**config.mk**
```make
export PLATFORM = sky130hd
export DESIGN_NAME = jk_excite_driver
export DESIGN_NICKNAME = d
export VERILOG_FILES = /design/src/rtl/jk_excite_driver.sv
export SDC_FILE = /design/constraint.sdc
export NUM_CORES = 1
export LEC_CHECK = 0
export ABC_AREA = 1
export CAP_MARGIN = 20
export CORE_MARGIN = 2
export CORE_UTILIZATION = 45
export DETAILED_ROUTE_END_ITERATION = 8
export PLACE_DENSITY = 0.77
export SLEW_MARGIN = 20
export SYNTH_ARGS = -nofsm -noshare
export SYNTH_HDL_FRONTEND = slang
export SYNTH_SLANG_ARGS = --single-unit
export TNS_END_PERCENT = 5
```
**constraint.sdc**
```tcl
create_clock -name clk -period 3.1 [get_ports clk]
set_input_delay 0.62 -clock clk [delete_from_list [all_inputs] [get_ports clk]]
set_output_delay 0.62 -clock clk [all_outputs]
set_load 0.03 [all_outputs]
```
**src/rtl/jk_excite_driver.sv**
```systemverilog
// JK flip-flop excitation driver: turns a stream of target bits into registered J/K drive,
// then verifies the flip-flop's feedback and keeps a saturating mismatch count.
module jk_excite_driver #(
  parameter int unsigned CNT_W   = 8,
  parameter int unsigned DC_FILL = 0
) (
  input  logic             clk,
  input  logic             rst_n,
  input  logic             tgt_valid,
  input  logic             tgt_bit,
  output logic             tgt_ready,
  input  logic             q_fb,
  input  logic             err_clr,
  output logic             j,
  output logic             k,
  output logic             busy,
  output logic             err,
  output logic [CNT_W-1:0] err_cnt
);

  typedef enum logic [1:0] {
    IDLE  = 2'd0,
    DRIVE = 2'd1,
    CHECK = 2'd2
  } state_e;

  localparam logic FILL = (DC_FILL != 0);
  localparam logic [CNT_W-1:0] CNT_ONE = {{(CNT_W-1){1'b0}}, 1'b1};

  state_e           state_q, state_d;
  logic             tgt_q, tgt_d;
  logic             j_q, j_d;
  logic             k_q, k_d;
  logic             err_q, err_d;
  logic [CNT_W-1:0] cnt_q, cnt_d;
  logic             mismatch;

  assign tgt_ready = (state_q == IDLE);
  assign busy      = (state_q == DRIVE) || (state_q == CHECK);
  assign j         = j_q;
  assign k         = k_q;
  assign err       = err_q;
  assign err_cnt   = cnt_q;

  always_comb begin
    state_d  = state_q;
    tgt_d    = tgt_q;
    j_d      = j_q;
    k_d      = k_q;
    err_d    = 1'b0;
    mismatch = 1'b0;
    cnt_d    = cnt_q;

    case (state_q)
      IDLE: begin
        if (tgt_valid) begin
          state_d = DRIVE;
          tgt_d   = tgt_bit;
          // Excitation table keyed on current q: the don't-care side takes FILL.
          j_d     = q_fb ? FILL : tgt_bit;
          k_d     = q_fb ? ~tgt_bit : FILL;
        end
      end
      DRIVE: begin
        state_d = CHECK;
        j_d     = 1'b0;
        k_d     = 1'b0;
      end
      CHECK: begin
        state_d  = IDLE;
        mismatch = (q_fb != tgt_q);
        err_d    = mismatch;
      end
      default: begin
        state_d = IDLE;
        j_d     = 1'b0;
        k_d     = 1'b0;
      end
    endcase

    if (err_clr) begin
      cnt_d = '0;
    end else if (mismatch && (cnt_q != '1)) begin
      cnt_d = cnt_q + CNT_ONE;
    end
  end

  always_ff @(posedge clk or negedge rst_n) begin
    if (!rst_n) begin
      state_q <= IDLE;
      tgt_q   <= 1'b0;
      j_q     <= 1'b0;
      k_q     <= 1'b0;
      err_q   <= 1'b0;
      cnt_q   <= '0;
    end else begin
      state_q <= state_d;
      tgt_q   <= tgt_d;
      j_q     <= j_d;
      k_q     <= k_d;
      err_q   <= err_d;
      cnt_q   <= cnt_d;
    end
  end

endmodule

```
==> metrics.cfg, run 1 <==
[finish]
drive_above_1_share=0.121
final_cells=149
area_delta_synth_final_pct=30.6
nFillCells=151
num_antenna_cells=0
layout_common_cells=22 x nand2_1, 18 x clkdlybuf4s50_1, 15 x nand3_1, 14 x dfrtp_1, 13 x inv_1
nets=135
final_common_cell=nand2_1
fin_util=0.618

[run_status]
status=completed

[clock_network]
root_buffer=clkbuf_4
cts_tree=built
cts_resized=0
cts_hold_buf=0
cts_sinks=14
cts_buffers=3
postCtsSetupRepairBufs=0
clock_latency_ns=0.28
clockBufferDepth=2
htreeDepth=1
clk_pin_slew_ns=0.08

[global_routing]
antenna_found_initial=0
grt_use_met3=0.0431
grtUsageMet1=0.179
grt_use_met2=0.289
globalRoute.totalOverflow=0
grt_pass1_vias=652
gr-max-usage-layer=met2
grt_pass1_wl_um=2570
track_usage=0.171
grt_max_degree=15

[timing]
finalSetupViolCount=0
tns_ns=0
max_slew.worst_pin.slew_ns=0.604
max_slew_margin=0.596
finalHoldViolCount=0
timing.fmax_mhz=436
drv_slew=0
period_share=0.739
whs_ns=0.505
clock_skew_ns=0.000537
post-route-min-period_ns=2.29
fin_ws_ns=0.808
rsz0062_at_grt=no

[logic_synthesis]
yosys-top-cells-area=dfrtp_1 43%, nand2_1 10%, nand3_1 9.3%
yosysSeqAreaShare=0.433
syn_nets=112
yosys.area.top_type=dfrtp_1
ys_ff_latch=14
synth_area_um2=808
ys_warn_count=0
avgSynthCellArea_um2=7.92
synth.distinct_cells=21
netlist_instances=102
synth_top_area_frac=0.433

[detailed_routing]
routed_wl_um=1550
via_count=700
drc=0
drt_first_pass_iters=4
wl_per_cell_um=10.4
ant_nets=0
drt-vias-per-instance=4.70
first_iter_violations=11

[floorplan]
die_area_um2=2150
die_width_um=46.4
die_h_um=46.4
rows=15
ios=19
core_um2=1710
start_util=0.473

[critical_path]
cp-endpoint=tgt_ready
r2r_setup_slack_ns=1.70
cp-startpoint=state_q[0]$_DFFE_PN0P_
crit_required_ns=2.48
crit_path_end_kind=primary output
arrival_ns=1.67
path_cells=inv_1 > ha_1 > clkdlybuf4s50_1
worstPathMaxFanout=4
critPathMaxStageDelay_ns=0.69
r2r_cells=7
critPathSlowestCell=clkdlybuf4s50_1
crit_type=flop to primary output
worstSetupStartpointType=flop
r2r-end=j$_DFFE_PN0P_
reg2reg_from=state_q[0]$_DFFE_PN0P_

[power_and_ir_drop]
leakagePower_nw=0.492
p_per_area_nw_per_um2=768
peakVddDrop_mv=0.478

[place]
io_buffers=18
dp.cells=145
hpwl_um=1300
place_ws_ns=1.11
gp_congestion=0.850

[flow_run]
maxCapViolations=0

[hold_path]
hp-class=flop to flop

==> metrics by stage <==
step | area [µm²] | total power [mW]
finish | 1060 | 0.811
global route | 1060 | 0.869
CTS | 1060 | 0.822
detailed placement | 1020 | 0.687
global placement | 1020 | 0.677
floorplan | 808 | 0.547
==> per-layer routing <==
| metal | vias to the layer above | wire, µm |
|---|---|---|
| li1 | 371 | - |
| met1 | 305 | 679 |
| met2 | 20 | 752 |
| met3 | 4 | 88 |
| met4 | 0 | 28 |
| met5 | - | 0 |
==> critical path, delay by kind of cell, from the launching register on <==
family | cells | cell delay [ns]
buf+inv | 2 | 0.78
fa+ha+maj | 1 | 0.21
flops | 1 | 0.40
==> cell type report <==
type | instances | area [µm²] | share of cell area
multi-input combinational | 73 | 400 | 0.379
sequential | 14 | 350 | 0.332
timing repair buffer | 18 | 180 | 0.171
inverter | 15 | 57.6 | 0.0545
clock buffer | 4 | 36.3 | 0.0344
tap | 25 | 31.3 | 0.0296
==> cells by family (layout without fill, tap and decap cells) <==
logic type,count (synthesis),count (layout),synth area share
adder cells (fa/ha/maj),4,4,0.0619
buffers and inverters,15,37,0.0712
AO/OA/AOI/OAI,14,14,0.108
AND/OR/NAND/NOR,55,55,0.325
flip-flops,14,14,0.433
==> report_power, final <==
group / switching (mW) / internal (mW)
clock network: 0.0586 / 0.0714
logic: 0.254 / 0.160
registers: 0.0351 / 0.232
total: 0.348 / 0.464
==> cells in the mapped netlist <==
master	instances
nand2_1	22
ha_1	4
nor2_2	1
nand3_1	15
a21oi_1	5
nand2_4	2
nor3_1	1
o21a_1	1
o21ai_2	1
clkinv_2	1
inv_2	1
o21ai_0	3
o21bai_1	2
nand2_2	2
nor2_4	1
dfrtp_1	14
nand3_2	1
a21oi_2	1
nor2_1	10
inv_1	13
o31ai_1	1
==> flip-flops by register name, indices dropped and copies added, names as in the netlist <==
name	cells
err	1
err_cnt	8
j	1
k	1
state_q	2
tgt_q	1
==> how the worst min path moves through the flow <==
stage                              from       endpoint  slack, ns  cells past startpoint
after floorplan                   rst_n  err$_DFF_PN0_       0.32                      0
after global placement    j$_DFFE_PN0P_  j$_DFFE_PN0P_       0.48                      1
after detailed placement  j$_DFFE_PN0P_  j$_DFFE_PN0P_       0.48                      1
after CTS                 j$_DFFE_PN0P_  j$_DFFE_PN0P_       0.51                      1
after global routing      j$_DFFE_PN0P_  j$_DFFE_PN0P_       0.55                      1
final                     j$_DFFE_PN0P_  j$_DFFE_PN0P_       0.51                      1
Note: power is estimated with default switching activity, not from simulation.
==> run 2: changes to the inputs <==
--- a/config.mk
+++ b/config.mk
@@ -8,7 +8,7 @@
 export ABC_AREA = 1
 export CAP_MARGIN = 20
 export CORE_MARGIN = 2
-export CORE_UTILIZATION = 45
+export CORE_UTILIZATION = 43
 export DETAILED_ROUTE_END_ITERATION = 8
 export PLACE_DENSITY = 0.77
 export SLEW_MARGIN = 20
==> constraint.sdc (replaced) <==
create_clock -name clk -period 1.9 [get_ports clk]
set_input_delay 0.38 -clock clk [delete_from_list [all_inputs] [get_ports clk]]
set_output_delay 0.38 -clock clk [all_outputs]
set_load 0.03 [all_outputs]
==> metrics.cfg, run 2 (same netlist as run 1, synthesis figures left out) <==
[flow_run]
maxCapViolations=0

[floorplan]
die_width_um=47.4
die_area_um2=2240
rows=15
ios=19
core_um2=1750
start_util=0.463
die_h_um=47.4

[finish]
final_common_cell=nand2_1
drive_above_1_share=0.121
nFillCells=157
area_delta_synth_final_pct=30.3
layout_common_cells=22 x nand2_1, 16 x clkdlybuf4s50_1, 15 x nand3_1, 14 x dfrtp_1, 13 x inv_1
nets=135
num_antenna_cells=0
largest_reg_flops=8

[global_routing]
grt_pass1_vias=649
track_usage=0.169
grt_max_degree=15
antenna_found_initial=0
globalRoute.totalOverflow=0
grt_pass1_wl_um=2620

[clock_network]
postCtsSetupRepairBufs=0
cts_sinks=14
clk_pin_slew_ns=0.08
clock_latency_ns=0.28
cts_tree=built
htreeDepth=1
root_buffer=clkbuf_4
cts_buffers=3
cts_hold_buf=0
clockBufferDepth=2

[timing]
max_slew_margin=0.595
timing.fmax_mhz=555
tns_ns=0
finalSetupViolCount=0
rsz0062_at_grt=no
drv_slew=0
max_slew.worst_pin.slew_ns=0.605
post-route-min-period_ns=1.80
period_share=0.949
whs_ns=0.477
clock_skew_ns=0.0101
finalHoldViolCount=0

[detailed_routing]
drc=0
via_count=738
drt_first_pass_iters=4
ant_nets=0
first_iter_violations=10
drt-vias-per-instance=4.95
routed_wl_um=1580
wl_per_cell_um=10.6

[critical_path]
worstPathMaxFanout=4
reg2reg_from=state_q[1]$_DFFE_PN0P_
crit_required_ns=1.52
arrival_ns=1.42
worstSetupStartpointType=flop
crit_path_end_kind=primary output
cp-startpoint=state_q[1]$_DFFE_PN0P_
crit_type=flop to primary output

[power_and_ir_drop]
peakVddDrop_mv=0.985
clkPwrFrac=0.158
intPower_uw=734
combPwrFrac=0.506
swShare=0.436
leakagePower_nw=0.496
p_per_area_nw_per_um2=1240
p_seq_frac=0.335
p_sw_uw=568

[run_status]
status=completed

[hold_path]
hp-class=primary input to async pin

[place]
hpwl_um=1290
io_buffers=18
gp_congestion=0.857

## run 2: metal layers
| metal | wire length, µm | up-vias | global-route usage |
|---|---|---|---|
| li1 | - | 374 | - |
| met3 | 67 | 2 | 0.0115 |
| met1 | 735 | 341 | 0.204 |
| met5 | 0 | - | 0 |
| met2 | 770 | 21 | 0.300 |
| met4 | 9 | 0 | 0.0833 |
## run 2: critical path, cell delays in order, from the launching register on
cell	delay (ns)
dfrtp_1	0.41
inv_1	0.10
ha_1	0.22
dlygate4sd2_1	0.42
## run 2: final timing paths
kind	to	slack, ns	cells after the start
max in group asynchronous	err_cnt[3]$_DFFE_PN0P_	1.02	1
worst max register to register	j$_DFFE_PN0P_	0.48	7
min in group clk	j$_DFFE_PN0P_	0.50	1
worst min register to register	j$_DFFE_PN0P_	0.50	1
worst min-delay path	k$_DFFE_PN0P_	0.48	1
worst max-delay path	tgt_ready	0.1	3
## run 2: cell type report
class,count,area [µm²],share of cell area
well taps,25,31.3,0.0297
inverters,15,57.6,0.0546
repair buffers,18,178,0.169
clock buffers,4,36.3,0.0344
flip-flops and latches,14,350,0.333
multi-input cells,73,400,0.380
## run 2: what timing repair did
item                                    4_1_cts  5_1_grt
hold endpoints to repair                      0        0
endpoints found under the setup margin        2        0
gates resized for setup                       2        0
## run 2: per-stage QoR
step	power (mW)	cell area (µm²)	utilization	instances	setup WS (ns)
after global placement	1.10	1020	0.584	145	0.186
after global routing	1.39	1050	0.604	149	0.0166
after detailed placement	1.13	1020	0.584	145	0.149
after floorplan	0.892	808	-	102	0.453
final	1.30	1050	0.604	149	0.0972
after CTS	1.32	1050	0.604	149	0.0846
## run 2: power by group through the flow
| stage | Combinational [mW] | Sequential, mW | Clock [mW] |
|---|---|---|---|
| 3_3_place_gp | 0.668 | 0.436 | 0 |
| 6_report | 0.659 | 0.437 | 0.206 |
| 3_5_place_dp | 0.685 | 0.441 | 0 |
| 2_1_floorplan | 0.358 | 0.534 | 0 |
| 4_1_cts | 0.665 | 0.436 | 0.215 |
| 5_1_grt | 0.718 | 0.445 | 0.231 |
